### src/rtl/mem_stage_ctrl.sv
//==============================================================================
// mem_stage_ctrl : MEM pipeline stage that runs the valid/ready data-memory
//                  port, stalls the pipeline for each access, captures load
//                  data and resolves pcSrc.
// Optional feature: MEM_TIMEOUT_EN (watchdog abort of stuck accesses).
// Revision: 1.0 - initial release
//==============================================================================
`default_nettype none

module mem_stage_ctrl #(
  parameter int ADDR_W         = 32,
  parameter int TIMEOUT_CYCLES = 255
) (
  input  logic              clk,
  input  logic              rst,
  input  logic [31:0]       memPCBranch,
  input  logic              memZero,
  input  logic [31:0]       memALUOutput,
  input  logic [31:0]       memRS2,
  input  logic [4:0]        memWriteDir,
  input  logic              memRegWrite,
  input  logic              memMemToReg,
  input  logic              memBranch,
  input  logic              memMemWrite,
  input  logic              memMemRead,
  output logic              dmem_req_valid,
  input  logic              dmem_req_ready,
  output logic [ADDR_W-1:0] dmem_addr,
  output logic [31:0]       dmem_wdata,
  output logic              dmem_we,
  input  logic              dmem_rvalid,
  input  logic [31:0]       dmem_rdata,
  output logic              stall,
  output logic              pcSrc,
  output logic [31:0]       pcBranch,
  output logic [31:0]       wbReadData,
  output logic [31:0]       wbALUOutput,
  output logic [4:0]        wbWriteDir,
  output logic              wbRegWrite,
  output logic              wbMemToReg,
  output logic              misalign,
  output logic              memErr
);

  typedef enum logic [1:0] {
    S_IDLE = 2'd0,
    S_REQ  = 2'd1,
    S_RESP = 2'd2,
    S_DONE = 2'd3
  } state_t;

  state_t      r_state;
  state_t      w_next;
  logic        w_mem_op;
  logic        w_misal;
  logic        w_capture;
  logic        w_misal_evt;
  logic        w_timeout;
  logic        w_abort_mask;
  logic [31:0] r_rdata;
  logic        r_misal;

  assign w_mem_op = memMemRead | memMemWrite;
  assign w_misal  = (memALUOutput[1:0] != 2'b00);

`ifdef MEM_TIMEOUT_EN
  localparam int WD_W = $clog2(TIMEOUT_CYCLES + 1);
  localparam logic [WD_W-1:0] c_wd_last = WD_W'(TIMEOUT_CYCLES - 1);

  logic [WD_W-1:0] r_wd;
  logic            r_memErr;
  logic            w_wd_hit;

  assign w_wd_hit = (r_wd == c_wd_last);
`endif

  always_comb begin
    w_next         = r_state;
    dmem_req_valid = 1'b0;
    stall          = 1'b0;
    w_capture      = 1'b0;
    w_misal_evt    = 1'b0;
    w_timeout      = 1'b0;
    case (r_state)
      S_IDLE: begin
        if (w_mem_op) begin
          if (!w_misal) begin
            dmem_req_valid = 1'b1;
            stall          = 1'b1;
            if (dmem_req_ready) w_next = memMemWrite ? S_DONE : S_RESP;
            else                w_next = S_REQ;
          end else begin
            // Misaligned op is dropped: it leaves this cycle as a no-op.
            w_misal_evt = 1'b1;
          end
        end
      end
      S_REQ: begin
        dmem_req_valid = 1'b1;
        stall          = 1'b1;
        if (dmem_req_ready) begin
          w_next = memMemWrite ? S_DONE : S_RESP;
        end
`ifdef MEM_TIMEOUT_EN
        else if (w_wd_hit) begin
          w_timeout = 1'b1;
          w_next    = S_DONE;
        end
`endif
      end
      S_RESP: begin
        stall = 1'b1;
        if (dmem_rvalid) begin
          w_capture = 1'b1;
          w_next    = S_DONE;
        end
`ifdef MEM_TIMEOUT_EN
        else if (w_wd_hit) begin
          w_timeout = 1'b1;
          w_next    = S_DONE;
        end
`endif
      end
      S_DONE:  w_next = S_IDLE;
      default: w_next = S_IDLE;
    endcase
  end

  always_ff @(posedge clk or negedge rst) begin
    if (!rst) begin
      r_state <= S_IDLE;
      r_rdata <= 32'd0;
      r_misal <= 1'b0;
    end else begin
      r_state <= w_next;
      r_misal <= w_misal_evt;
      if (w_capture) r_rdata <= dmem_rdata;
    end
  end

`ifdef MEM_TIMEOUT_EN
  always_ff @(posedge clk or negedge rst) begin
    if (!rst) begin
      r_wd     <= '0;
      r_memErr <= 1'b0;
    end else begin
      r_memErr <= w_timeout;
      if ((r_state == S_REQ) || (r_state == S_RESP)) r_wd <= r_wd + 1'b1;
      else                                           r_wd <= '0;
    end
  end

  // r_memErr is high exactly in the DONE cycle of an aborted access.
  assign w_abort_mask = r_memErr;
  assign memErr       = r_memErr;
`else
  assign w_abort_mask = 1'b0;
  assign memErr       = 1'b0;
`endif

  assign dmem_addr   = memALUOutput[ADDR_W-1:0];
  assign dmem_wdata  = memRS2;
  assign dmem_we     = memMemWrite;

  assign pcSrc       = memBranch & memZero & ~stall;
  assign pcBranch    = memPCBranch;
  assign wbReadData  = r_rdata;
  assign wbALUOutput = memALUOutput;
  assign wbWriteDir  = memWriteDir;
  assign wbMemToReg  = memMemToReg;
  assign wbRegWrite  = memRegWrite & ~w_misal_evt & ~w_abort_mask;
  assign misalign    = r_misal;

endmodule

`default_nettype wire

### config.mk
export PLATFORM = sky130hd
export DESIGN_NAME = mem_stage_ctrl
export DESIGN_NICKNAME = d
export VERILOG_FILES = /design/src/rtl/mem_stage_ctrl.sv
export SDC_FILE = /design/constraint.sdc
export NUM_CORES = 1
export LEC_CHECK = 0
export CORE_AREA = 2 2 123 125
export DETAILED_ROUTE_END_ITERATION = 12
export DIE_AREA = 0 0 125 127
export PLACE_DENSITY_LB_ADDON = 0.05
export SLEW_MARGIN = 20
export SYNTH_ARGS = -nofsm -noshare
export SYNTH_HDL_FRONTEND = slang
export SYNTH_SLANG_ARGS = --single-unit
### constraint.sdc
create_clock -name clk -period 1.7 [get_ports clk]
set_input_delay 0.255 -clock clk [delete_from_list [all_inputs] [get_ports clk]]
set_output_delay 0.255 -clock clk [all_outputs]
set_load 0.1 [all_outputs]
# Word-level counts from Yosys, hierarchy flattened
# Cells that the tools add are included.
# totals
wordCells	36
reg_bits	35
# classes
eq_ne	7
n_bitwise	6
reduce_logical	4
mux	16
# op_table
operator	count
2-bit two-way mux	5
1-bit two-way mux	8
2-bit != test (second input constant)	4
2-bit case mux with 4 select lines	1
2-bit equality test (second input constant)	2
1-bit case mux with 2 select lines	2
4-bit AND reduction	1
1-bit AND	3
2-bit by 1-bit equality test with 1-bit output (second input constant)	1
2-bit logical NOT	1
1-bit NOT	2
2-bit nonzero test	1
2-bit OR reduction	1
1-bit OR	1

# Logic depth before layout (Yosys ltp)
# depth
depth_word	6
depth_mapped	6
ltp_nobuf	6

# Worst setup path before layout
# No wires, ideal clock.
# synth_timing
kind	register to output
startpoint	register r_state[0]
endpoint	output port pcSrc
slack_ps	-1149
arrival_time_ps	2594
path_buffers	0
path_stages_with_launch	7
cell_sequence	dfrtp_1 > inv_1 > ha_1 > o21ai_0 > nor3_1 > o21ba_2 > nor2_1
# synth_via
elab_chain_cells	5
elab_cells_between_ends	7
cone_classes	eq/ne (2); mux (1); bitwise (2); reduce/logical (2)
# synth_lines
element	line	text
start: declaration	52	state_t r_state;
start signal: assignment	135	r_state <= w_next;
2-bit equality test / 2-bit by 1-bit equality test with 1-bit output (equally long branches)	84	case (r_state)
2-bit OR reduction (no line)	n/a	
1-bit case mux with 2 select lines *	84	
named net stall	33	output logic stall,
1-bit NOT *	165	assign pcSrc = memBranch & memZero & ~stall;
1-bit AND *	165	
end: declaration	34	output logic pcSrc,
# Mark *: on every way through the listed nets, which the timed path passes. The rest lies on a longest branch.

# Final worst setup path
# layout_timing
startpoint	register r_state[0]
endpoint	output port pcSrc
# layout_via
elab_chain_cells	5
elab_cells_between_ends	7
cone_classes	eq/ne (2); mux (1); bitwise (2); reduce/logical (2)
# layout_lines
element	line
2-bit equality test / 2-bit by 1-bit equality test with 1-bit output (equally long branches)	84
2-bit OR reduction (no line)	n/a
1-bit case mux with 2 select lines *	84
1-bit NOT *	165
1-bit AND *	165
# Every way passes the cells marked *; elsewhere a longest branch is shown, timed or not.

==> results.sh <==
export IMPL_synth_commonest_cells="buf_4, dfrtp_1, mux2_2"
export IMPL_synth_mux_area_frac=0.159
export IMPL_setup_violations=4
export IMPL_p_seq_frac=0.182
export IMPL_hpwl_um=3790
export IMPL_cpMaxStageDelayCell="dfrtp_1"
export IMPL_syn_nets=380
export IMPL_crit_chain="inv_2, ha_4, o21ai_4, nor3_4, o21ba_4, nor2_4, buf_12"
export IMPL_fmax_ghz=0.559
export IMPL_fin_crit_ps=1790
export IMPL_max_cap_violations=0
export IMPL_powerDensity_nw_per_um2=2880
export IMPL_cts_sinks=35
export IMPL_place_gp_congestion=0.641
export IMPL_stdcell_count=380
export IMPL_drtPass1Iterations=2
export IMPL_synth_edf_count=0
export IMPL_syn_area_um2=2460
export IMPL_slew_violations=0
export IMPL_die_h_um=127
export IMPL_finalCritPeriodShare=1.05
export IMPL_worst_setup_path_end_kind="output port"
export IMPL_cp_required_ps=1440
export IMPL_rsz0062_at_grt="true"
export IMPL_worstSetupPathType="register to output port"
export IMPL_fin_nets=343
export IMPL_synth_compound_area_frac=0.0178
export IMPL_peakVddDrop_mv=0.842
export IMPL_fin_total_pwr_mw=9.26
export IMPL_track_usage=0.0615
export IMPL_multi_input_area_um2=596
export IMPL_numPortBuffers=84
export IMPL_cts_path_max_buffers=2
export IMPL_synthDistinctLibCells=21
export IMPL_final_antenna_net_count=0
export IMPL_clk_latency_ps=270
export IMPL_finalHoldViolCount=0
export IMPL_synth_fa_ha_area_frac=0.0203
export IMPL_p_clk_frac=0.096
export IMPL_antennaDiodeCount=0
export IMPL_drtIter0Drc=9
export IMPL_path_max_fanout=3
export IMPL_antenna_found_initial=0
export IMPL_outcome="finished, violations left"
export IMPL_p_int_mw=4.38
export IMPL_grt_max_degree=36
export IMPL_slowest_delay_ps=370
export IMPL_grt_pass1_vias=1420
export IMPL_synth_cells=233
export IMPL_async_flop_share=1.00
export IMPL_swShare=0.527
export IMPL_area_growth_pct=30.9
export IMPL_yosysMostFrequentCell="buf_4"
export IMPL_synth_flop_cell="dfrtp_1"
export IMPL_via_count=1251
export IMPL_drc=0
export IMPL_htreeDepth=2
export IMPL_holdBufCountCts=0
export IMPL_fin_hold_ws_ps=23.6
export IMPL_rows=44
export IMPL_placed_cells=368
export IMPL_io_pins=316
export IMPL_ys_ff_latch=35
export IMPL_nFillCells=1528
export IMPL_post_synth_and_or_nand_nor_area_fraction=0.0198
export IMPL_vias_per_cell=3.29
export IMPL_die_x_um=125
export IMPL_routed_wl_um=4960
export IMPL_cts_inserted_buffers=5
export IMPL_switching_power_mw=4.88
export IMPL_violations="setup timing"
export IMPL_p_leak_nw=1.35
export IMPL_start_kind="register"
export IMPL_grt_pass1_wl_um=7690
export IMPL_cts_tree="built"
export IMPL_comb_power_share=0.721
export IMPL_root_buffer="clkbuf_16"
export IMPL_hp_class="input port to async pin"
export IMPL_core_area_um2=14400
export IMPL_synth_xor_area_frac=0
export IMPL_yosys_warnings=0
export IMPL_avgSynthCellArea_um2=10.6
export IMPL_die_area_um2=15900
export IMPL_synth_top_family_by_area="buffers and inverters"
export IMPL_clock_skew_ps=1.85
export IMPL_synthTopCellsByArea="buf_4, dfrtp_1, mux2_2"
export IMPL_routedWlPerCell_um=13.1
export IMPL_critPathArrivalTime_ps=1530
export IMPL_cts_clk_slew_worst_paths_ps=50
export IMPL_overflow=0
export IMPL_seq_area_frac_synth=0.356
export IMPL_fin_ws_ps=-89.1
export IMPL_yosys_area_top_type="buf_4"
export IMPL_drive_gt1_frac=0.520
export IMPL_netlist_area_leader_share=0.415
export IMPL_start_util=0.171
export IMPL_register_area_um2=876
[worst max-delay path: cells and delay by family, from the launching register on]
kind                     cells  cell delay (ps)
buffers and inverters        2              250
AND/OR/NAND/NOR              2              150
adder cells (fa/ha/maj)      1              170
flip-flops                   1              370
AO/OA/AOI/OAI                2              310
[timing repair]
action	CTS	global route
hold endpoints to repair	0	0
endpoints found under the setup margin	4	4
pin swaps	3	3
setup buffers	4	1
gates resized for setup	0	2
[sequential cells by signal, indices dropped and copies added (netlist names)]
| register | cells |
|---|---|
| misalign | 1 |
| r_state | 2 |
| wbReadData | 32 |
[stage by stage]
step / instance area, um2 / utilization / worst slack (ps) / TNS (ps)
after floorplan: 2500 / - / -118 / -118
after global placement: 3030 / 0.210 / -12.9 / -12.9
after detailed placement: 3030 / 0.210 / -21.1 / -21.1
after CTS: 3200 / 0.222 / -161 / -431
after global routing: 3220 / 0.223 / -175 / -574
final: 3220 / 0.223 / -89.1 / -244
[logic make-up after synthesis]
logic type               Yosys count
AND/OR/NAND/NOR                   10
multiplexers                      35
flip-flops                        35
other                              1
buffers and inverters            142
AO/OA/AOI/OAI                      6
adder cells (fa/ha/maj)            4
[placed cells by master, fill, tap and decap left out, types with 2 or more instances in the layout]
cell type,count
buf_12,44
clkdlybuf4s50_1,41
dfrtp_1,35
mux2_2,30
buf_4,9
clkbuf_16,5
mux2i_1,3
ha_1,3
inv_2,2
nor2_1,2
mux2_1,2
[final cells by class]
type,instances,area share
multi-input combinational,56,0.185
sequential,35,0.272
clock inverter,1,0.00155
tap,184,0.0715
clock buffer,6,0.0431
inverter,3,0.00350
timing repair buffer,95,0.423
[routing by layer]
| layer | GRT usage | up-vias | wire [um] |
|---|---|---|---|
| li1 | - | 534 | - |
| met1 | 0.0584 | 595 | 1660 |
| met2 | 0.104 | 75 | 2610 |
| met3 | 0.0281 | 47 | 453 |
| met4 | 0.0484 | 0 | 232 |
| met5 | 0 | - | 0 |
[worst paths after layout]
kind                                startpoint             end  slack, ps  depth (start not counted)
max in group asynchronous                  rst  wbReadData[15]       1340                          2
worst min-delay path                       rst  wbReadData[20]         20                          2
min in group clk                    memRS2[15]  dmem_wdata[15]        510                          0
worst min register to register  wbReadData[12]  wbReadData[12]        560                          1
worst max-delay path                r_state[0]           pcSrc        -90                          7
worst max register to register      r_state[0]  wbReadData[23]        100                          6
[power by group through the flow]
| stage | logic (mW) | clock network (mW) | registers, mW |
|---|---|---|---|
| finish | 6.68 | 0.894 | 1.69 |
| CTS | 6.72 | 0.962 | 1.70 |
| floorplan | 2.78 | 0 | 4.39 |
| detailed placement | 6.64 | 0 | 1.72 |
| global placement | 6.61 | 0 | 1.71 |
| global route | 6.87 | 1.00 | 1.75 |
Note: power is estimated with default switching activity, not from simulation.
